### config.mk
export PLATFORM = sky130hd
export DESIGN_NAME = mdu_issue_arbiter
export DESIGN_NICKNAME = d
export VERILOG_FILES = /design/src/rtl/mdu_issue_arbiter.sv
export SDC_FILE = /design/constraint.sdc
export NUM_CORES = 1
export LEC_CHECK = 0
export CAP_MARGIN = 0
export CORE_ASPECT_RATIO = 0.6
export CORE_MARGIN = 2
export CORE_UTILIZATION = 41
export DETAILED_ROUTE_END_ITERATION = 8
export PLACE_DENSITY = 0.87
export SLEW_MARGIN = 20
export SYNTH_ARGS = -nofsm -noshare
export SYNTH_HDL_FRONTEND = slang
export SYNTH_SLANG_ARGS = --single-unit
### constraint.sdc
create_clock -name clk -period 3.5 [get_ports clk]
set_input_delay 0.875 -clock clk [delete_from_list [all_inputs] [get_ports clk]]
set_output_delay 0.875 -clock clk [all_outputs]
set_load 0.005 [all_outputs]
### src/rtl/mdu_issue_arbiter.sv
// mdu_issue_arbiter
// Arbitrates two requesters onto a single multiply/divide unit (MDU) that
// shares the HILO register. The unit is owned by one operation at a time,
// from acceptance to completion or flush.
//
// Handshakes:
//   requester side: a request transfers in a cycle where reqX_valid and
//   reqX_ready are both high. A requester may drop valid at any time before
//   it is accepted. Ready can be high while valid is low.
//   MDU side: mdu_req holds, with mdu_operator/mdu_oprand stable, until the
//   MDU returns mdu_oprand_ok. mdu_data_ok marks the result. It can arrive in
//   the same cycle as mdu_oprand_ok or in any later cycle.
//
// state_dbg exposes the FSM state (00 IDLE, 01 ISSUE, 10 WAIT).
module mdu_issue_arbiter #(
   parameter int OPW = 8
) (
   input  logic           clk,
   input  logic           rst,
   input  logic           req0_valid,
   input  logic           req1_valid,
   input  logic [OPW-1:0] req0_op,
   input  logic [OPW-1:0] req1_op,
   input  logic [63:0]    req0_oprand,
   input  logic [63:0]    req1_oprand,
   output logic           req0_ready,
   output logic           req1_ready,
   input  logic           flush,
   output logic           mdu_req,
   output logic [OPW-1:0] mdu_operator,
   output logic [63:0]    mdu_oprand,
   input  logic           mdu_oprand_ok,
   input  logic           mdu_data_ok,
   output logic           mdu_cancel,
   output logic           resp_valid,
   output logic           resp_src,
   output logic           busy,
   output logic [1:0]     state_dbg
);

   localparam logic [1:0] S_IDLE  = 2'b00;
   localparam logic [1:0] S_ISSUE = 2'b01;
   localparam logic [1:0] S_WAIT  = 2'b10;

   logic [1:0]     state_q;
   logic [1:0]     state_d;
   // rr_pref_q names the requester that wins when both are valid.
   // It is reset to req0, and after each acceptance it points away from the
   // id just accepted.
   logic           rr_pref_q;
   logic [OPW-1:0] op_q;
   logic [63:0]    oprand_q;
   logic           src_q;

   logic           is_idle;
   logic           grant;
   logic           accept;
   logic           complete;

   assign is_idle = (state_q == S_IDLE);

   // Pick the requester to offer ready to: the lone valid one, or the preferred one on a tie
   always_comb begin
      grant = 1'b0;
      if (req0_valid && req1_valid) begin
         grant = rr_pref_q;
      end else if (req1_valid) begin
         grant = 1'b1;
      end else begin
         grant = rr_pref_q & ~req0_valid;
      end
   end

   assign req0_ready = is_idle && !flush && (grant == 1'b0);
   assign req1_ready = is_idle && !flush && (grant == 1'b1);
   assign accept     = (req0_ready && req0_valid) || (req1_ready && req1_valid);

   // A completion only counts while the unit is owned and not being flushed.
   // mdu_data_ok in IDLE is stray and is ignored.
   assign complete = !flush &&
                     (((state_q == S_ISSUE) && mdu_oprand_ok && mdu_data_ok) ||
                      ((state_q == S_WAIT) && mdu_data_ok));

   // Next-state selection for the IDLE -> ISSUE -> WAIT ownership cycle
   always_comb begin
      state_d = state_q;
      case (state_q)
         S_IDLE: begin
            if (accept) state_d = S_ISSUE;
         end
         S_ISSUE: begin
            if (flush) begin
               state_d = S_IDLE;
            end else if (mdu_oprand_ok && mdu_data_ok) begin
               state_d = S_IDLE;
            end else if (mdu_oprand_ok) begin
               state_d = S_WAIT;
            end
         end
         S_WAIT: begin
            if (flush || mdu_data_ok) state_d = S_IDLE;
         end
         default: state_d = S_IDLE;
      endcase
   end

   // State register
   always_ff @(posedge clk or negedge rst) begin
      if (!rst) begin
         state_q <= S_IDLE;
      end else begin
         state_q <= state_d;
      end
   end

   // Capture the accepted request and steer the round-robin preference away from it
   always_ff @(posedge clk or negedge rst) begin
      if (!rst) begin
         rr_pref_q <= 1'b0;
         op_q      <= '0;
         oprand_q  <= '0;
         src_q     <= 1'b0;
      end else if (accept) begin
         rr_pref_q <= ~grant;
         src_q     <= grant;
         op_q      <= grant ? req1_op : req0_op;
         oprand_q  <= grant ? req1_oprand : req0_oprand;
      end
   end

   assign mdu_req      = (state_q == S_ISSUE) && !flush;
   assign mdu_cancel   = !is_idle && flush;
   assign mdu_operator = op_q;
   assign mdu_oprand   = oprand_q;
   assign resp_valid   = complete;
   assign resp_src     = src_q;
   assign busy         = !is_idle;
   assign state_dbg    = state_q;

endmodule
Word level (Yosys, flattened, before mapping)
Index checks and enable logic that the tools add are counted.

cells by class
  equal/unequal tests = 5
  muxes and demuxes = 10
  bitwise logic cells = 3
  reductions and logical operators = 20

operator list
  cell                                                             count
  64-bit two-way mux                                               1
  1-bit logical AND                                                13
  2-bit two-way mux                                                5
  8-bit two-way mux                                                1
  2-bit case mux with 3 select lines                               1
  2-bit by 1-bit != test with 1-bit output, second input constant  2
  4-bit by 3-bit != test with 1-bit output, second input constant  1
  1-bit logical OR                                                 3
  3-bit AND reduction                                              1
  2-bit by 1-bit == test with 1-bit output, second input constant  1
  2-bit == test, second input constant                             1
  1-bit zero test                                                  2
  2-bit zero test                                                  1
  1-bit two-way mux                                                2
  1-bit NOT                                                        2
  1-bit AND                                                        1

storage, ports and cells
  flip-flop bits (word level) = 76
  input port bits = 151
  word-level logic and storage cells = 43

Longest topological paths before layout
  depth after elaboration = 10
  mapped depth = 6
  depth with buffers taken out = 4

Least setup slack after synthesis
Ideal clock, no wire load.

  path kind = input to output
  start point = input req1_valid
  end point = output req1_ready
  arrival = 1594 ps
  slack = 1031 ps
  stages = 5
  path buffers = 2
  cells stage by stage = nor2b_1 a21oi_2 buf_4 buf_4 nor3_1

on the way
  longest elaborated chain between the ends = 3

RTL lines
  element                                                        line    source
  start, declared                                                21      input logic req1_valid,
  1-bit two-way mux / 1-bit logical AND (equally long branches)  67, 65
  1-bit two-way mux *                                            65      if (req0_valid && req1_valid) begin
  1-bit logical AND *                                            75      assign req1_ready = is_idle && !flush && (grant == 1'b1);
  end, declared                                                  27      output logic req1_ready,

Every way passes the cells marked *; elsewhere a longest branch is shown, timed or not.

Worst setup path in the final report
  start point = input req0_valid
  end point = output req0_ready

on the way
  longest elaborated chain between the ends = 6

RTL lines
  element              line  source
  start, declared      20    input logic req0_valid,
  1-bit NOT            70    grant = rr_pref_q & ~req0_valid;
  1-bit AND            70
  1-bit two-way mux    67    end else if (req1_valid) begin
  1-bit two-way mux *  65
  1-bit NOT *          74    assign req0_ready = is_idle && !flush && (grant == 1'b0);
  1-bit logical AND *  74
  end, declared        26    output logic req0_ready,

Marks and branches as above.

==> metrics.cfg <==
[routing]
drt_iter0_drc = 153
ant_nets = 0
wire_per_inst_um = 16.7
drc_errors = 0
viasPerCell = 5.03
vias = 3801
routed_wl_mm = 12.6
drt_pass1_iterations = 4

[worst_setup_path]
cp-start-kind = primary input
required_ns = 2.62
cp_slowest_cell = clkdlybuf4s50_1
crit_chain = clkdlybuf4s50_1 -> nand2b_1 -> a21o_2 -> nor3_1 -> clkdlybuf4s50_1
worst_r2r_endpoint = mdu_operator[4]$_DFFE_PN0P_
endpoint_kind = primary output
arrival_ns = 2.52
critPathLaunch = req0_valid
slowest_delay_ns = 0.58
rr_startpoint = rr_pref_q$_DFFE_PN0P_
criticalPathCategory = primary input to primary output
crit_path_max_fanout = 4
r2r_cells = 4
cp_common_cell = clkdlybuf4s50_1
r2r_setup_slack_ns = 1.59

[timing]
whs_ns = 0.492
finalSetupViolations = 0
fin_skew_ns = 0.00608
tightestPinTransition_ns = 1.06
hold_viol = 0
slew_viol_final = 0
rsz0062_at_grt = no
setup_tns_ns = 0
max_freq_ghz = 0.294
finalCriticalPeriod_ns = 3.40
finalCritPeriodShare_pct = 97.0
relSlewSlack_pct = 29.4

[pwr]
cellPowerDensity_mw_per_mm2 = 583
p_leak_nw = 2.60
peakVddDrop_mv = 0.304

[placement]
placed_area_mm2 = 0.00616
place_inst = 740
place_congestion = 0.836
post-dp-hpwl_mm = 8.86
port_buffers = 231

[finish]
fin_cells = 756
fillers = 672
final_nets = 786
final_area_mm2 = 0.00653
syn2layout_area_growth_pct = 71.0
diodes = 0
drive_gt1_share_pct = 17.7

[floorplan]
die_w_um = 129
start_util_pct = 41.8
io_pins = 232
fp.dieH_um = 78.7
core_mm2 = 0.00912
rows = 27
die_area_mm2 = 0.0101

[logic_synthesis]
ys_seq_area_share_pct = 49.8
ys_ff_latch = 76
ys_types = 20
yosysWarnings = 0
syn_inst = 419
syn_nets = 570
async_reset_ff_share_pct = 100
synthFlopType = dfrtp_1
syn_area_mm2 = 0.00382
synth_edf_count = 0
syn_area_per_cell_um2 = 9.11

[global_routing]
grt_pass1_vias = 3816
grt_pass1_wl_mm = 19.3
grt_start_max_net_pins = 77
grt.overflow.total = 0
grt_use_total_pct = 24.6
antenna_found_initial = 0

[flow_run]
drv_cap = 0

[clocking]
cts_setup_buffers = 0
clockBufferDepth = 2
cts_sinks = 76
cts_hold_buffers = 0
cts_made_buffers = 9
cts_max_level = 3
clock-root-buffer = clkbuf_16
worstSkewPairLatency_ns = 0.33
cts_resized = 0
cts_tree = built
cts.clk_slew.worst_paths_ns = 0.05

[hold_path]
whs_path_depth = 2
hold_class = flip-flop to flip-flop
hold_start = resp_src$_DFFE_PN0P_
hold_end = resp_src$_DFFE_PN0P_

[outcome]
status = completed

==> state kept, by name, indices dropped and copies added, names as in the netlist <==
name          count
mdu_oprand       64
mdu_operator      8
resp_src          1
state_dbg         2
rr_pref_q         1
==> stage by stage <==
| stage | setup slack (ns) | utilization [%] | power (mW) |
|---|---|---|---|
| after floorplan | 1.03 | - | 1.87 |
| after global placement | 0.144 | 67.5 | 2.65 |
| after detailed placement | 0.0957 | 67.5 | 2.69 |
| after CTS | 0.102 | 71.6 | 3.85 |
| after global routing | 0.0211 | 71.6 | 4.03 |
| final | 0.104 | 71.6 | 3.81 |
==> routing by layer <==
metal | vias up | GRT usage [%] | wire length (µm)
met3 | 13 | 11.0 | 1330
li1 | 1821 | - | -
met2 | 163 | 42.2 | 6140
met4 | 0 | 4.35 | 99
met1 | 1804 | 29.2 | 5020
met5 | - | 0 | 0
==> synthesized netlist by cell type (2+ instances only) <==
cell / count / area, µm²
a21o_1: 2 / 15.0
a21oi_1: 60 / 300
a21oi_2: 87 / 762
and2_1: 2 / 12.5
buf_2: 16 / 80.1
buf_4: 13 / 97.6
clkbuf_1: 3 / 11.3
dfrtp_1: 76 / 1900
nand2_1: 73 / 274
nand2b_1: 2 / 12.5
nor2_1: 73 / 274
nor2b_1: 2 / 12.5
nor3_1: 2 / 10.0
o21ai_1: 2 / 10.0
==> cell families (layout without fill, tap and decap cells) <==
kind of cell    count (synthesis)  count (layout)  synth area share, %
buf+inv                        33             254                 5.05
simple gates                  158             158                 16.4
flops                          76              76                 49.8
compound gates                152             152                 28.7
==> power breakdown <==
| part | switching, mW | internal [mW] | total [mW] |
|---|---|---|---|
| logic | 0.620 | 0.787 | 1.41 |
| clock network | 0.345 | 0.789 | 1.13 |
| registers | 0.142 | 1.12 | 1.27 |
==> worst max-delay path by stage <==
stage	to	slack, ns	depth (start not counted)
global placement	req0_ready	0.14	5
detailed placement	req0_ready	0.1	5
CTS	req0_ready	0.10	5
finish	req0_ready	0.10	5
floorplan	req1_ready	1.03	5
global route	req0_ready	0.02	5
==> layout make-up <==
type	instances	area (µm²)	area share (%)
clock inverter	4	120	1.84
sequential	76	1900	29.1
tap	116	145	2.22
multi-input combinational	310	1740	26.7
clock buffer	12	246	3.78
timing repair buffer	237	2370	36.3
inverter	1	3.75	0.0575
==> worst max-delay path, delay by kind of cell <==
kind | cells | cell delay, ns
buf+inv | 2 | 1.12
compound gates | 1 | 0.24
simple gates | 2 | 0.28
==> layout by cell type (no fill, tap or decap), types with 2 or more instances in the layout <==
| master | synthesis | final |
|---|---|---|
| a21oi_1 | 60 | 60 |
| bufinv_16 | 0 | 4 |
| clkdlybuf4s50_1 | 0 | 230 |
| nor2_1 | 73 | 73 |
| a21oi_2 | 87 | 86 |
| clkbuf_16 | 0 | 9 |
| nand2_1 | 73 | 73 |
| dfrtp_1 | 76 | 76 |
| clkbuf_1 | 3 | 2 |
| nand2b_1 | 2 | 2 |
| buf_4 | 13 | 6 |
| and2_1 | 2 | 2 |
| nor3_1 | 2 | 2 |
| nor2b_1 | 2 | 2 |
(Power assumes the default switching activity.)
